$ cat config.mk
export PLATFORM = sky130hd
export DESIGN_NAME = fetch_prefetch_unit_flat
export DESIGN_NICKNAME = d
export VERILOG_FILES = /design/src/rtl/fetch_prefetch_unit_if.sv /design/src/rtl/fetch_prefetch_unit.sv /design/src/flat_wrapper.sv
export SDC_FILE = /design/constraint.sdc
export NUM_CORES = 1
export LEC_CHECK = 0
export ABC_AREA = 1
export ABC_CLOCK_PERIOD_IN_PS = 3700
export CAP_MARGIN = 25
export CORE_MARGIN = 1
export CORE_UTILIZATION = 30
export DETAILED_ROUTE_END_ITERATION = 10
export DONT_BUFFER_PORTS = 1
export HOLD_SLACK_MARGIN = 0.06
export PLACE_DENSITY = 0.43
export SLEW_MARGIN = 20
export SYNTH_ARGS = -nofsm -noshare
export SYNTH_HDL_FRONTEND = slang
export SYNTH_SLANG_ARGS = --single-unit
$ cat constraint.sdc
create_clock -name clk -period 3.7 [get_ports clk]
set_input_delay 1.11 -clock clk [delete_from_list [all_inputs] [get_ports clk]]
set_output_delay 1.11 -clock clk [all_outputs]
set_load 0.05 [all_outputs]
$ cat src/rtl/fetch_prefetch_unit_if.sv
// Fetch unit bus bundle: WriteBack redirect, instruction-memory
// request/grant/response channel, Decode valid/ready channel and the
// stall/perf outputs. "master" is the fetch unit side, "slave" is the
// surrounding system (memory, WriteBack, Decode).
interface fetch_prefetch_unit_if #(
  parameter int unsigned XLEN   = 32,
  parameter int unsigned AWIDTH = 12
);
  logic              redirect_valid;
  logic [XLEN-1:0]   redirect_pc;
  logic              imem_req;
  logic [AWIDTH-1:0] imem_addr;
  logic              imem_gnt;
  logic              imem_rvalid;
  logic [XLEN-1:0]   imem_rdata;
  logic              fd_valid;
  logic [XLEN-1:0]   fd_pc;
  logic [XLEN-1:0]   fd_inst;
  logic              fd_ready;
  logic              stall_fetch;
  logic [31:0]       bubble_cnt;

  modport master (
    input  redirect_valid, redirect_pc, imem_gnt, imem_rvalid, imem_rdata, fd_ready,
    output imem_req, imem_addr, fd_valid, fd_pc, fd_inst, stall_fetch, bubble_cnt
  );

  modport slave (
    output redirect_valid, redirect_pc, imem_gnt, imem_rvalid, imem_rdata, fd_ready,
    input  imem_req, imem_addr, fd_valid, fd_pc, fd_inst, stall_fetch, bubble_cnt
  );
endinterface

$ cat src/rtl/fetch_prefetch_unit.sv
// Prefetching instruction fetch stage.
// Issues word requests to instruction memory while queue occupancy plus
// in-flight requests stays below QDEPTH, tags returning words with their PC
// in an in-order queue and hands them to Decode over valid/ready.
// A WriteBack redirect flushes the queue and marks every in-flight request
// as stale so its response is dropped on return.
// Optional feature: define FETCH_BUBBLE_CNT_EN to build the bubble_cnt
// performance counter; otherwise bubble_cnt is tied to zero.
module fetch_prefetch_unit #(
  parameter int unsigned     XLEN         = 32,
  parameter int unsigned     AWIDTH       = 12,
  parameter logic [XLEN-1:0] RESET_VECTOR = 32'h0000_0000,
  parameter int unsigned     QDEPTH       = 4
) (
  input logic                   clk,
  input logic                   rst_n,
  fetch_prefetch_unit_if.master bus
);

  localparam int unsigned     PW       = $clog2(QDEPTH);
  localparam logic [PW+1:0]   QDEPTH_W = (PW+2)'(QDEPTH);
  localparam logic [XLEN-1:0] PC_STEP  = XLEN'(4);
  localparam logic [XLEN-1:0] PC_ALIGN = ~XLEN'(3);

  // PC of the next request to issue and PC of the next response to accept
  logic [XLEN-1:0] fetch_pc_q, fetch_pc_d;
  logic [XLEN-1:0] resp_pc_q, resp_pc_d;

  // queue pointers carry one extra wrap bit to tell full from empty
  logic [PW:0] wptr_q, wptr_d;
  logic [PW:0] rptr_q, rptr_d;
  logic [PW:0] count;

  // requests granted but not yet answered, and how many of those are stale
  logic [PW:0] outst_q, outst_d;
  logic [PW:0] kill_q, kill_d;

  // holds requests off until the first clock after reset release
  logic run_q;

  logic [XLEN-1:0] pc_mem_q   [QDEPTH];
  logic [XLEN-1:0] inst_mem_q [QDEPTH];

  logic            req;
  logic            commit;
  logic            rsp;
  logic            push;
  logic            pop;
  logic            head_valid;
  logic [PW+1:0]   credit_used;
  logic [XLEN-1:0] redir_pc;

  assign count       = wptr_q - rptr_q;
  assign credit_used = {1'b0, count} + {1'b0, outst_q};
  assign req         = run_q && (credit_used < QDEPTH_W) && !bus.redirect_valid;
  assign commit      = req && bus.imem_gnt;
  // responses with nothing outstanding are protocol errors and are ignored
  assign rsp         = bus.imem_rvalid && (outst_q != '0);
  assign push        = rsp && (kill_q == '0) && !bus.redirect_valid;
  assign head_valid  = (wptr_q != rptr_q);
  assign pop         = head_valid && bus.fd_ready && !bus.redirect_valid;
  assign redir_pc    = bus.redirect_pc & PC_ALIGN;

  // next-state for PCs, queue pointers and request/kill accounting
  always_comb begin
    fetch_pc_d = fetch_pc_q;
    resp_pc_d  = resp_pc_q;
    wptr_d     = wptr_q;
    rptr_d     = rptr_q;
    kill_d     = kill_q;
    outst_d    = outst_q + (PW+1)'(commit) - (PW+1)'(rsp);

    if (bus.redirect_valid) begin
      fetch_pc_d = redir_pc;
      resp_pc_d  = redir_pc;
      wptr_d     = '0;
      rptr_d     = '0;
      // every request still outstanding after this edge belongs to the old
      // stream, so the kill count becomes the updated outstanding count;
      // this is what accumulating over back-to-back redirects amounts to
      // while keeping kill_cnt <= outstanding
      kill_d     = outst_d;
    end else begin
      if (commit) begin
        fetch_pc_d = fetch_pc_q + PC_STEP;
      end
      if (push) begin
        resp_pc_d = resp_pc_q + PC_STEP;
        wptr_d    = wptr_q + (PW+1)'(1);
      end
      if (pop) begin
        rptr_d = rptr_q + (PW+1)'(1);
      end
      if (rsp && (kill_q != '0)) begin
        kill_d = kill_q - (PW+1)'(1);
      end
    end
  end

  // control state registers
  always_ff @(posedge clk or negedge rst_n) begin
    if (!rst_n) begin
      fetch_pc_q <= RESET_VECTOR;
      resp_pc_q  <= RESET_VECTOR;
      wptr_q     <= '0;
      rptr_q     <= '0;
      outst_q    <= '0;
      kill_q     <= '0;
      run_q      <= 1'b0;
    end else begin
      fetch_pc_q <= fetch_pc_d;
      resp_pc_q  <= resp_pc_d;
      wptr_q     <= wptr_d;
      rptr_q     <= rptr_d;
      outst_q    <= outst_d;
      kill_q     <= kill_d;
      run_q      <= 1'b1;
    end
  end

  // queue storage; contents are only observed through a valid head
  always_ff @(posedge clk) begin
    if (push) begin
      pc_mem_q[wptr_q[PW-1:0]]   <= resp_pc_q;
      inst_mem_q[wptr_q[PW-1:0]] <= bus.imem_rdata;
    end
  end

  assign bus.imem_req    = req;
  assign bus.imem_addr   = fetch_pc_q[AWIDTH+1:2];
  assign bus.fd_valid    = head_valid;
  assign bus.fd_pc       = head_valid ? pc_mem_q[rptr_q[PW-1:0]]   : '0;
  assign bus.fd_inst     = head_valid ? inst_mem_q[rptr_q[PW-1:0]] : '0;
  assign bus.stall_fetch = !head_valid;

`ifdef FETCH_BUBBLE_CNT_EN
  logic [31:0] bubble_q;

  // count cycles where Decode is ready but nothing is offered
  always_ff @(posedge clk or negedge rst_n) begin
    if (!rst_n) begin
      bubble_q <= '0;
    end else if (bus.fd_ready && !head_valid && !bus.redirect_valid) begin
      bubble_q <= bubble_q + 32'd1;
    end
  end

  assign bus.bubble_cnt = bubble_q;
`else
  assign bus.bubble_cnt = '0;
`endif

endmodule
$ cat src/flat_wrapper.sv
// flat-port wrapper written by rule: the top's interface ports become plain ports
module fetch_prefetch_unit_flat 
#(
  parameter int unsigned     XLEN         = 32,
  parameter int unsigned     AWIDTH       = 12,
  parameter logic [XLEN-1:0] RESET_VECTOR = 32'h0000_0000,
  parameter int unsigned     QDEPTH       = 4
)
  (clk, rst_n, bus_redirect_valid, bus_redirect_pc, bus_imem_gnt, bus_imem_rvalid, bus_imem_rdata, bus_fd_ready, bus_imem_req, bus_imem_addr, bus_fd_valid, bus_fd_pc, bus_fd_inst, bus_stall_fetch, bus_bubble_cnt);
  fetch_prefetch_unit_if #(.XLEN(XLEN), .AWIDTH(AWIDTH)) bus_i ();
  input logic clk;
  input logic rst_n;
  input wire logic [$bits(bus_i.redirect_valid)-1:0] bus_redirect_valid;
  input wire logic [$bits(bus_i.redirect_pc)-1:0] bus_redirect_pc;
  input wire logic [$bits(bus_i.imem_gnt)-1:0] bus_imem_gnt;
  input wire logic [$bits(bus_i.imem_rvalid)-1:0] bus_imem_rvalid;
  input wire logic [$bits(bus_i.imem_rdata)-1:0] bus_imem_rdata;
  input wire logic [$bits(bus_i.fd_ready)-1:0] bus_fd_ready;
  output wire logic [$bits(bus_i.imem_req)-1:0] bus_imem_req;
  output wire logic [$bits(bus_i.imem_addr)-1:0] bus_imem_addr;
  output wire logic [$bits(bus_i.fd_valid)-1:0] bus_fd_valid;
  output wire logic [$bits(bus_i.fd_pc)-1:0] bus_fd_pc;
  output wire logic [$bits(bus_i.fd_inst)-1:0] bus_fd_inst;
  output wire logic [$bits(bus_i.stall_fetch)-1:0] bus_stall_fetch;
  output wire logic [$bits(bus_i.bubble_cnt)-1:0] bus_bubble_cnt;
  assign bus_i.redirect_valid = bus_redirect_valid;
  assign bus_i.redirect_pc = bus_redirect_pc;
  assign bus_i.imem_gnt = bus_imem_gnt;
  assign bus_i.imem_rvalid = bus_imem_rvalid;
  assign bus_i.imem_rdata = bus_imem_rdata;
  assign bus_i.fd_ready = bus_fd_ready;
  assign bus_imem_req = bus_i.imem_req;
  assign bus_imem_addr = bus_i.imem_addr;
  assign bus_fd_valid = bus_i.fd_valid;
  assign bus_fd_pc = bus_i.fd_pc;
  assign bus_fd_inst = bus_i.fd_inst;
  assign bus_stall_fetch = bus_i.stall_fetch;
  assign bus_bubble_cnt = bus_i.bubble_cnt;
  fetch_prefetch_unit #(.XLEN(XLEN), .AWIDTH(AWIDTH), .RESET_VECTOR(RESET_VECTOR), .QDEPTH(QDEPTH)) u_core (.clk(clk), .rst_n(rst_n), .bus(bus_i));
endmodule
==> flow_summary.yaml <==
critical_path:
  worstSetupPathType: "reg2out"
  worstPathArrival_ns: 2.47
  worst_setup_sp: "u_core.wptr_q[0]"
  critPathRequiredTime_ns: 2.59
  critical_path.reg2reg.startpoint: "u_core.rptr_q[0]"
  setup.worst_path.start_class: "flip-flop"
  critical_path.max_fanout: 4
  timing.critical_path.to_type: "output pin"
yosys:
  post_synth_main_area_contributors: "sky130_fd_sc_hd__edfxtp_1 (55%), sky130_fd_sc_hd__dfrtp_1 (10%), sky130_fd_sc_hd__nor2_1 (9.0%)"
  yosysWarningCount: 0
  synth_ff_type: "sky130_fd_sc_hd__edfxtp_1"
  total_standard_cell_area_after_synthesis_sq_um: 13700
  synth.largest_area_cell: "sky130_fd_sc_hd__edfxtp_1"
  post-synth-top-area-fraction_pct: 54.5
  synth_seq_area_share_pct: 64.6
  postSynth.asyncResetShare_pct: 18.2
  avgSynthCellArea_sq_um: 10.1
  synth_edf_count: 248
  post_synthesis_cells: 1348
  synth.distinct_cells: 37
  synth.ff_latch_count: 303
power:
  total_switching_power_mw: 6.47
  finalPower_mw: 14.4
  cellPowerDensity_nw_per_um2: 886
  sequentialPowerShare_pct: 30.8
  max-vdd-ir-drop_mv: 0.363
  static-leakage-power_nw: 5.98
  power_switching_share_pct: 45.0
  internal_power_mw: 7.90
  share_comb_of_total_power_pct: 44.1
  power.share.clock_pct: 25.1
placement:
  place_hpwl_um: 21700
  gp_congestion: 0.791
  placedCellCount: 1955
  pre_cts_slack_ns: 0.557
  portBuffers: 0
die:
  core_sq_um: 44500
  floorplan.initialDensity_pct: 30.7
  die-height_um: 215
  horiz_die_dim_um: 215
  num_rows: 77
  die_area_sq_um: 46400
  boundaryPins: 181
clocking:
  cts.reportedPaths.clkPinSlew_ns: 0.06
  tritoncts: "yes"
  cts_num_sinks: 303
  cts_root_buf: "sky130_fd_sc_hd__clkbuf_16"
  h-tree-depth: 2
  tritoncts_buffer_count: 37
  clock_insertion_delay_worst_skew_ns: 0.54
  cts_hold_bufs: 0
  clock_tree.buffer_depth: 3
layout:
  finalNetCount: 1491
  fillers: 4463
  area_delta_synth_final_pct: 18.8
  finalCoreUtilization_pct: 36.5
  seqCellArea_sq_um: 8830
  drive_above_1_share_pct: 15.1
  most-common-layout-cells: "sky130_fd_sc_hd__nor2_1 (322), sky130_fd_sc_hd__edfxtp_1 (248), sky130_fd_sc_hd__nand2_1 (212)"
  layout_commonest_cell: "sky130_fd_sc_hd__nor2_1"
  antenna_cells_inserted: 0
  layout.cells.non_filler: 2025
  multiInputGateArea_sq_um: 4510
timing:
  slew_violations: 0
  timing.final.hold_violations: 0
  finalCritPeriodShare_pct: 96.8
  fin_setup_tns_ns: 0
  tightest_slew_ns: 0.960
  max_clock_freq_ghz: 0.279
  finalClockSkew_ns: 0.0175
  fin_ws_ns: 0.117
  layout_min_cycle_time_ns: 3.58
  finalSetupViolations: 0
  max_slew_margin_pct: 36.0
global_routing:
  first_global_vias: 9232
  global_route_usage_over_all_layers_pct: 15.7
  grt_antenna_before_repair: 0
  first_pass_grt_wire_length_um: 55200
  globalRouteOverflowTotal: 0
  grt_max_degree: 64
run:
  max-cap-violations: 0
route:
  post-route-drc-count: 0
  totalWireLength_um: 36000
  firstDrtPassIters: 4
  routed_wire_per_std_cell_um: 17.8
  detail_route.iter0.violations: 369
  viasPerCell: 4.61
  num_vias: 9336
  drt.antenna.violating_nets: 0
min_path:
  holdCritPathClass: "in2async"
outcome:
  run_status: "complete, no violations"
power groups by stage:
stage          clock network, mW  registers [mW]  logic, mW
2_1_floorplan                  0            4.37       4.68
3_3_place_gp                   0            4.50       6.43
3_5_place_dp                   0            4.51       6.47
4_1_cts                     3.72            4.44       6.48
5_1_grt                     3.84            4.48       6.88
6_report                    3.60            4.43       6.34
cells in the mapped netlist, types with 2 or more instances:
cell	n
sky130_fd_sc_hd__buf_2	19
sky130_fd_sc_hd__xnor2_1	5
sky130_fd_sc_hd__clkbuf_1	29
sky130_fd_sc_hd__nand4_1	8
sky130_fd_sc_hd__o21ai_0	148
sky130_fd_sc_hd__xor2_1	10
sky130_fd_sc_hd__fa_1	2
sky130_fd_sc_hd__nand2_1	212
sky130_fd_sc_hd__inv_1	62
sky130_fd_sc_hd__buf_1	5
sky130_fd_sc_hd__edfxtp_1	248
sky130_fd_sc_hd__a31oi_1	5
sky130_fd_sc_hd__o211ai_1	5
sky130_fd_sc_hd__nand2_4	2
sky130_fd_sc_hd__o21ai_1	2
sky130_fd_sc_hd__buf_6	3
sky130_fd_sc_hd__nor2_1	326
sky130_fd_sc_hd__dfrtp_1	55
sky130_fd_sc_hd__nor2_2	7
sky130_fd_sc_hd__buf_4	36
sky130_fd_sc_hd__nand3_1	54
sky130_fd_sc_hd__nor3_1	5
sky130_fd_sc_hd__inv_2	5
sky130_fd_sc_hd__ha_1	15
sky130_fd_sc_hd__nand2_2	3
sky130_fd_sc_hd__conb_1	2
sky130_fd_sc_hd__a21oi_1	65
cell families (layout without fill, tap and decap cells):
family,after synthesis,in the layout,share of synthesized area (%)
buffers and inverters,161,213,5.78
XOR/XNOR,15,15,0.962
flip-flops,303,303,64.6
AND/OR/NAND/NOR,621,621,18.2
other,2,35,0.0550
AO/OA/AOI/OAI,229,229,8.70
adder cells (fa/ha/maj),17,17,1.67
metrics by stage:
step                      area [sq um]  hold slack, ns
final                            16200           0.261
after global routing             16200           0.225
after CTS                        16200           0.218
after detailed placement         15000           0.550
after global placement           15000           0.544
after floorplan                  14100           0.506
repair_timing:
action | 4_1_cts | 5_1_grt
setup endpoints to repair | 5 | 3
cloned | 0 | 0
resized for setup | 3 | 3
pin swaps | 0 | 1
setup buffers | 0 | 2
metal layers:
layer | share of wire (%) | GRT usage (%) | vias to the layer above
met4 | 2.4 | 5.20 | 0
met3 | 5.5 | 3.40 | 57
met2 | 48 | 26.6 | 180
met1 | 44 | 19.6 | 4495
met5 | 0 | 0 | -
li1 | - | - | 4604
path summary, 6_finish.rpt:
| check | to | slack (ns) | cells after the start |
|---|---|---|---|
| min in group clk | u_core.outst_q[2] | 0.55 | 1 |
| worst min-delay path | u_core.resp_pc_q[26] | 0.26 | 0 |
| worst max register to register | u_core.kill_q[2] | 0.68 | 13 |
| max in group asynchronous | u_core.rptr_q[0] | 3.30 | 0 |
| worst min register to register | u_core.outst_q[2] | 0.55 | 1 |
| worst max-delay path | bus_imem_req | 0.12 | 9 |
worst max-delay path: stages, from the launching register on:
cell                      delay (ns)
sky130_fd_sc_hd__dfrtp_1        0.40
sky130_fd_sc_hd__inv_2          0.10
sky130_fd_sc_hd__ha_1           0.14
sky130_fd_sc_hd__inv_1          0.04
sky130_fd_sc_hd__fa_1           0.37
sky130_fd_sc_hd__xnor2_1        0.19
sky130_fd_sc_hd__ha_1           0.25
sky130_fd_sc_hd__nor2_1         0.12
sky130_fd_sc_hd__and3_4         0.21
sky130_fd_sc_hd__buf_12         0.13
sequential cells by signal, indices dropped and copies added, names as in the netlist:
name / count
u_core.resp_pc_q: 30
u_core.rptr_q: 3
u_core.inst_mem_q: 128
u_core.run_q: 1
u_core.fetch_pc_q: 12
u_core.kill_q: 3
u_core.wptr_q: 3
u_core.outst_q: 3
u_core.pc_mem_q: 120
final cells by class:
type                       instances  area share, %
inverter                          69           1.64
timing repair buffer              76           4.20
clock inverter                    18           1.13
multi-input combinational        917           27.8
sequential                       303           54.4
clock buffer                      50           6.27
tap                              592           4.57
Power figures use the tool's default switching activity.
